`src/rtl/rr_sel_arbiter.sv`:
```
// Round-robin arbiter over N = 1<<C requesters with one-hot and binary grant outputs.
// Optional grant timeout is compiled in with the ARB_TIMEOUT_EN macro.
module rr_sel_arbiter #(
  parameter int C       = 2,
  parameter int TIMEOUT = 16
) (
  input  logic                clk,
  input  logic                rst_n,
  input  logic [(1<<C)-1:0]   req,
  input  logic                done,
  output logic [(1<<C)-1:0]   gnt,
  output logic [C-1:0]        gnt_idx,
  output logic                gnt_valid,
  output logic                err
);
  localparam int N = 1 << C;
  localparam logic [N-1:0] ONE = N'(1);

  if (TIMEOUT < 2 || TIMEOUT > 65535) begin : g_bad_timeout
    $error("rr_sel_arbiter: TIMEOUT out of range 2..65535");
  end

  typedef enum logic {IDLE, BUSY} state_t;
  state_t state, state_nx;

  logic [C-1:0] ptr, ptr_nx, arb_ptr, win, idx;
  logic         any, load, rel, timeout;

  // On release the scan starts one past the owner, so the owner ends up last.
  assign arb_ptr = (state == BUSY) ? gnt_idx + C'(1) : ptr;
  assign rel     = (state == BUSY) && (done || timeout);

  always_comb begin
    any = 1'b0;
    win = '0;
    idx = '0;
    for (int i = 0; i < N; i++) begin
      idx = arb_ptr + C'(i);
      if (!any && req[idx]) begin
        any = 1'b1;
        win = idx;
      end
    end
  end

  always_comb begin
    state_nx = state;
    ptr_nx   = ptr;
    load     = 1'b0;
    case (state)
      IDLE: if (any) begin
        state_nx = BUSY;
        load     = 1'b1;
      end
      BUSY: if (rel) begin
        ptr_nx = gnt_idx + C'(1);
        if (any) load = 1'b1;
        else     state_nx = IDLE;
      end
      default: state_nx = IDLE;
    endcase
  end

  always_ff @(posedge clk or negedge rst_n) begin
    if (!rst_n) begin
      state     <= IDLE;
      ptr       <= '0;
      gnt       <= '0;
      gnt_idx   <= '0;
      gnt_valid <= 1'b0;
    end else begin
      state     <= state_nx;
      ptr       <= ptr_nx;
      gnt_valid <= (state_nx == BUSY);
      if (load) begin
        gnt     <= ONE << win;
        gnt_idx <= win;
      end else if (state_nx == IDLE) begin
        gnt     <= '0;
      end
    end
  end

`ifdef ARB_TIMEOUT_EN
  logic [15:0] cnt;

  assign timeout = (state == BUSY) && !done && (cnt == 16'(TIMEOUT - 1));

  always_ff @(posedge clk or negedge rst_n) begin
    if (!rst_n) begin
      cnt <= '0;
      err <= 1'b0;
    end else begin
      if (load)                cnt <= '0;
      else if (state == BUSY)  cnt <= cnt + 16'd1;
      if (timeout)             err <= 1'b1;
    end
  end
`else
  assign timeout = 1'b0;
  assign err     = 1'b0;
`endif

endmodule

```
`config.mk`:
```
export PLATFORM = sky130hd
export DESIGN_NAME = rr_sel_arbiter
export DESIGN_NICKNAME = d
export VERILOG_FILES = /design/src/rtl/rr_sel_arbiter.sv
export SDC_FILE = /design/constraint.sdc
export NUM_CORES = 1
export LEC_CHECK = 0
export ABC_AREA = 1
export CAP_MARGIN = 0
export CORE_MARGIN = 8
export CORE_UTILIZATION = 26
export DETAILED_ROUTE_END_ITERATION = 10
export GPL_TIMING_DRIVEN = 0
export HOLD_SLACK_MARGIN = 0.03
export SETUP_SLACK_MARGIN = 0.15
export SYNTH_ARGS = -nofsm -noshare
export SYNTH_HDL_FRONTEND = slang
export SYNTH_SLANG_ARGS = --single-unit
```
`constraint.sdc`:
```
create_clock -name clk -period 1.9 [get_ports clk]
set_clock_uncertainty 0.15 [all_clocks]
set_input_delay 0.475 -clock clk [delete_from_list [all_inputs] [get_ports clk]]
set_output_delay 0.475 -clock clk [all_outputs]
set_load 0.02 [all_outputs]
```
== After elaboration in Yosys (flattened, before gate mapping) ==
Cells that the tools add are included.
Storage, ports and cells
  flip-flop bits (word level): 9
  latch bits: 0
  bits in writable memories: 0
  bits in read-only memories: 0
  input port bits: 7
  output and inout port bits: 8
  word-level logic and storage cells: 47
  memories kept: 0
Operators by class
  add/subtract/negate cells: 4
  multiply operators: 0
  divide/modulo/power cells: 0
  magnitude comparators: 4
  equality and inequality tests: 1
  shift-type cells: 1
  mux-type cells: 24
  bitwise logic cells: 1
  reductions and logical operators: 8
Operators with widths (number)
  2-bit by 3-bit < comparator with 1-bit output (second input constant): 4
  1-bit two-way mux: 11
  2-bit two-way mux: 5
  1-bit binary-select mux with 2-bit select: 4
  4-bit two-way mux: 2
  2-bit by 1-bit adder with 2-bit output (second input constant): 2
  2-bit adder (second input constant): 2
  1-bit logical AND: 4
  1-bit case mux with 2 select lines: 2
  1-bit by 2-bit left shift with 4-bit output (first input constant): 1
  1-bit logical NOT: 3
  2-bit by 1-bit != test with 1-bit output (second input constant): 1
  2-bit AND reduction: 1
  1-bit inverter: 1

== Logic depth before layout (Yosys ltp) ==
Gate-level depths: netlist of the first run.
  word-level depth: 19
  mapped depth: 15

== Worst setup path before layout of the first run ==
OpenSTA, ideal clock, no wires.
  path type: register to register
  from: register state
  to: register gnt_idx[0]
  arrival: 1.647 ns
  required time: 1.625 ns
  setup slack: -0.022 ns
  stages on the path, launching flop included: 13
  path buffers: 2
  period minus slack after synthesis: 1.922 ns
  path through: dfrtp_1 > buf_6 > o21ai_4 > buf_6 > nand2_2 > nand2_1 > nand3_1 > nand2_2 > nand3_2 > nor2_4 > nor2_4 > nor2_1 > a21oi_1
On the way
  cells in the longest elaborated chain, start to end: 16
  elaborated cells on any way between the ends: 31
  those cells by class: add/sub (3); mux (20); bitwise (1); reduce/logical (7)
Ends and longest elaborated chain
  from (decl): line 24  | state_t state, state_nx;
  from (signal assigned): line 72  | state <= state_nx;
  branches (longest 16 deep; another with 2-bit by 1-bit adder with 2-bit output)
  to (signal assigned): line 77  | gnt_idx <= win;
  to (decl): line 12  | output logic [C-1:0] gnt_idx,
Parallel ways; which one is timed is not known. The select of a mux whose other input is x is not followed.
A chain may end at the register's enable or synchronous reset.

== Final worst setup path of the first run ==
Same ends and word-level chain as after synthesis.

==> impl_metrics.ini, run 1 <==
[critical_path]
critPathMaxStageDelay_ns = 0.41
path_class = flip-flop to flip-flop
crit_required_ns = 1.89
r2r_setup_slack_ns = -0.17
arrival_ns = 2.06
r2r_start = state$_DFF_PN0_
crit_slowest_cell = dfrtp_2
critPathCaptureType = flip-flop
reg2regPathDepth = 12
reg2reg_to = gnt_idx[0]$_DFFE_PN0P_
start_kind = flip-flop
cp_max_fo = 8
cp_cell_sequence = buf_8 > o21ai_4 > buf_6 > nand2_2 > nand2_2 > nand3_2 > nand2_4 > nand3_4 > nor2_4 > nor2_4 > nor2_1 > a21oi_1

[synthesis]
synth_cell_types = 21
syn_area_um2 = 863
synthArstFlopShare = 1.00
synth_edf_count = 0
synth-seq-cells = 9
yosysSeqAreaShare = 0.261
synth_nets = 137
syn_inst = 130
ys.flop_type = dfrtp_1
yosysWarnings = 0
syn_avg_cell_area_um2 = 6.64

[clock_tree]
clkTransAtPathRegs_ns = 0.06
cts_buffers = 3
cts-root-buf = clkbuf_4
clock_sinks = 9
clk_latency_ns = 0.26
htree_levels = 1
cts.path.max_buffers = 2
cts_tree = done

[status]
violations = negative setup slack
status = complete, but fails checks

[layout]
nets = 159
drive_above_1_share = 0.384
post-route-util = 0.387
synthToLayoutAreaGrowth_pct = 46.1
insertedDiodeCount = 0
num-fill-cells = 379

[global_routing]
first_global_vias = 881
grt_first_pass_wirelength_mm = 3.79
grt.overflow.total = 0
grt_max_degree = 10
track_usage = 0.0878
antenna_found_initial = 0

[place]
hpwlAfterDp_mm = 1.64
portBuffers = 13
place_congestion = 0.809

[sta]
setup_viol = 7
fin_crit_ns = 2.07
hold_viol = 0
post-route-period-util = 1.09
max_freq_mhz = 484
setup_ws_ns = -0.166
grt_setup_unrepaired = yes
slew_violations = 0

[floorplanning]
core_um2 = 3260
std_cell_rows = 21
ioPinCount = 15
die_w_um = 73.6
die_y_um = 73.6
start_util = 0.265
die_area_um2 = 5420

[drt]
wl_mm = 2.28
drt-initial-drc-count = 64
drc_errors = 0
wl_per_cell_um = 11.6
detail-route-antenna-nets = 0
vias = 891
avgViaCountPerCell = 4.52
firstDrtPassIters = 4

[min_path]
whs_path_depth = 2
holdPathEnd = gnt[0]$_DFFE_PN0P_
hold_class = flip-flop to flip-flop
holdCritStartpoint = gnt[0]$_DFFE_PN0P_

[flow_run]
cap_violations = 0
[per-stage QoR]
stage	hold slack, ns	instances	setup TNS, ns	cell area [µm²]	worst slack [ns]
finish	0.320	197	-0.869	1260	-0.166
global route	0.362	197	-1.88	1260	-0.298
CTS	0.331	195	-0.412	1130	-0.0795
detailed placement	0.319	189	-2.26	1060	-0.355
global placement	0.317	189	-2.10	1060	-0.337
floorplan	0.0294	130	-0.0595	872	-0.0214
[how the worst max path moves through the flow]
stage	depth (start not counted)	end	slack [ns]	start
2_1_floorplan	12	gnt_idx[0]$_DFFE_PN0P_	-0.02	state$_DFF_PN0_
3_3_place_gp	11	gnt[1]$_DFFE_PN0P_	-0.34	req[3]
3_5_place_dp	9	gnt_idx[0]$_DFFE_PN0P_	-0.35	req[3]
4_1_cts	14	gnt[2]$_DFFE_PN0P_	-0.08	state$_DFF_PN0_
5_1_grt	12	gnt_idx[0]$_DFFE_PN0P_	-0.30	state$_DFF_PN0_
6_report	12	gnt_idx[0]$_DFFE_PN0P_	-0.17	state$_DFF_PN0_
[sequential cells by signal (all words and copies together), names as in the netlist]
register,flops
gnt,4
gnt_idx,2
ptr,2
state,1
[cells in the final DEF, fill, tap and decap left out]
cell / count
a21oi_1: 3
buf_4: 4
buf_6: 1
buf_8: 1
clkbuf_1: 1
clkbuf_4: 3
clkdlybuf4s50_1: 6
conb_1: 1
dfrtp_1: 7
dfrtp_2: 2
dlygate4sd2_1: 7
inv_1: 8
inv_2: 3
nand2_1: 40
nand2_2: 10
nand2_4: 9
nand3_1: 6
nand3_2: 10
nand3_4: 5
nand4_1: 2
nor2_1: 6
nor2_2: 1
nor2_4: 3
o21ai_0: 2
o21ai_1: 4
o21ai_2: 3
o21ai_4: 3
[cell families (layout without fill, tap and decap cells)]
family                 after synthesis  in the layout  synth area share
and+or+nand+nor                     92             92             0.549
other                                1              1           0.00434
DFF                                  9              9             0.261
AOI/OAI and AO/OA                   14             15             0.103
buffers and inverters               14             34            0.0826
[timing repair]
action	CTS	global route
pin swaps	3	27
cloned	1	0
buffers inserted	1	2
gates resized for setup	18	27
hold endpoints to repair	0	0
hold buffers	0	0
setup endpoints to repair	14	7
[Yosys cell counts, types with 3 or more instances]
master    n  share of area
nand2_4   3          0.039
o21ai_0   7          0.041
nand2_1  47           0.20
inv_1     8          0.035
inv_2     3          0.013
nor2_1    7          0.030
dfrtp_1   9           0.26
a21oi_1   3          0.017
nand2_2   9          0.065
nand3_1  17          0.099
[area by class of cell]
cell class | count | area (µm²) | area share
Multi-Input combinational cell | 108 | 731 | 0.579
Sequential cell | 9 | 228 | 0.181
Timing Repair Buffer | 16 | 144 | 0.114
Tap cell | 46 | 57.6 | 0.0456
Inverter | 11 | 41.3 | 0.0327
Buffer | 3 | 33.8 | 0.0268
Clock buffer | 4 | 26.3 | 0.0208
[routing by layer]
| layer | vias to the layer above | GRT usage | routed length (µm) |
|---|---|---|---|
| li1 | 465 | - | - |
| met1 | 409 | 0.101 | 1040 |
| met2 | 13 | 0.151 | 1150 |
| met3 | 4 | 0.0123 | 68 |
| met4 | 0 | 0.0488 | 26 |
| met5 | - | 0 | 0 |
[worst max-delay path: cells and delay by family, from the launching register on]
family	cells	cell delay, ns
DFF	1	0.41
buffers and inverters	2	0.33
and+or+nand+nor	8	0.75
AOI/OAI and AO/OA	2	0.29
Power of run 1 is not shown: default switching activity piles up to over one toggle a cycle in this logic, so the estimate is an artifact.
==> run 2, diff against run 1 <==
Settings changed: CAP_MARGIN 0 to 20, CELL_PAD_IN_SITES_DETAIL_PLACEMENT set to 1, CELL_PAD_IN_SITES_GLOBAL_PLACEMENT set to 2, CORE_UTILIZATION 26 to 25, PLACE_DENSITY_LB_ADDON set to 0.1.
==> impl_metrics.ini, run 2 (synthesized netlist as in run 1, its figures left out) <==
[status]
status = complete, but fails checks
violations = negative setup slack

[flow_run]
cap_violations = 0

[floorplanning]
die_w_um = 74.8
std_cell_rows = 21
ioPinCount = 15
die_area_um2 = 5590
start_util = 0.259
die_y_um = 74.8
core_um2 = 3340

[min_path]
hold_class = flip-flop to flip-flop
whs_path_depth = 2

[critical_path]
reg2regPathDepth = 14
r2r_setup_slack_ns = -0.08
path_class = flip-flop to flip-flop
start_kind = flip-flop
cp_max_fo = 8
crit_required_ns = 1.90
critPathCaptureType = flip-flop
arrival_ns = 1.98

[sta]
max_freq_mhz = 505
slew_violations = 0
setup_ws_ns = -0.0783
fin_crit_ns = 1.98
grt_setup_unrepaired = yes
setup_viol = 7
hold_viol = 0
post-route-period-util = 1.04

[layout]
post-route-util = 0.367
mostFrequentLayoutCells = nand2_1 (44), nand3_1 (9), nand2_2 (9), nand3_2 (9)
drive_above_1_share = 0.368
top_regs = gnt x4, gnt_idx x2, ptr x2
synthToLayoutAreaGrowth_pct = 42.0
insertedDiodeCount = 0
nets = 163
largest_reg_flops = 4
final_common_cell = nand2_1
top_register = gnt
instances_no_fill = 201
num-fill-cells = 445

[global_routing]
grt_max_degree = 10
grt.overflow.total = 0
grt_first_pass_wirelength_mm = 4.31
track_usage = 0.0978
first_global_vias = 962
antenna_found_initial = 0

[clock_tree]
clk_latency_ns = 0.26
cts_tree = done
cts_buffers = 3
clkTransAtPathRegs_ns = 0.06
cts.path.max_buffers = 2
clock_sinks = 9
cts-root-buf = clkbuf_4
htree_levels = 1

[place]
dp_cells = 189
portBuffers = 13
place_congestion = 0.728
hpwlAfterDp_mm = 2.00

[drt]
wl_mm = 2.62
wl_per_cell_um = 13.0
vias = 917
detail-route-antenna-nets = 0
drc_errors = 0
avgViaCountPerCell = 4.56
drt-initial-drc-count = 26
firstDrtPassIters = 2
[run 2: final cells by class]
cell class                 instances  area, µm²  share of cell area
inverter                          11       46.3              0.0378
tap                               46       57.6              0.0469
timing repair buffer              20        170               0.139
multi-input combinational        108        664               0.542
clock buffer                       4       26.3              0.0214
sequential                         9        228               0.186
buffer                             3       33.8              0.0276
[run 2: repair_timing]
action | 4_1_cts | 5_1_grt
setup buffers | 4 | 3
hold buffers | 0 | 0
pin swaps | 5 | 7
resized for setup | 16 | 19
setup endpoints to repair | 14 | 8
cloned | 1 | 0
[run 2: final timing paths]
check	to	start
worst min-delay path	gnt[0]$_DFFE_PN0P_	gnt[0]$_DFFE_PN0P_
worst max register to register	gnt[2]$_DFFE_PN0P_	state$_DFF_PN0_
worst min register to register	gnt[0]$_DFFE_PN0P_	gnt[0]$_DFFE_PN0P_
worst max-delay path	gnt[2]$_DFFE_PN0P_	state$_DFF_PN0_
max in group asynchronous	gnt_idx[0]$_DFFE_PN0P_	rst_n
min in group asynchronous	ptr[0]$_DFFE_PN0P_	rst_n
[run 2: metal layers]
metal  wire (µm)  up-vias  share of wire  global-route usage
li1            -      471              -                   -
met1        1150      428           0.44               0.119
met2        1360       14           0.52               0.172
met3          97        4          0.037              0.0120
met4          11        0         0.0042              0.0326
met5           0        -              0                   0
[run 2: through the flow]
| step | setup TNS [ns] | hold WS (ns) | setup slack [ns] | instance area [µm²] |
|---|---|---|---|---|
| after floorplan | -0.0595 | 0.0294 | -0.0214 | 872 |
| after global routing | -1.33 | 0.373 | -0.215 | 1230 |
| after CTS | -0.570 | 0.333 | -0.101 | 1140 |
| after detailed placement | -2.91 | 0.321 | -0.457 | 1060 |
| final | -0.364 | 0.325 | -0.0783 | 1230 |
| after global placement | -2.66 | 0.312 | -0.422 | 1060 |
[run 2: worst max-delay path, stage by stage, from the launching register on]
cell     delay, ns
dfrtp_2       0.42
buf_8         0.15
o21ai_4       0.20
buf_6         0.17
nand2_1       0.06
nand2_1       0.11
nand3_2       0.10
nand2_4       0.10
nand2_1       0.05
nand2_1       0.05
inv_1         0.03
nand2_1       0.07
nand2_2       0.07
nand3_1       0.08
nand2_1       0.05
Power of run 2 is left out for the same reason.
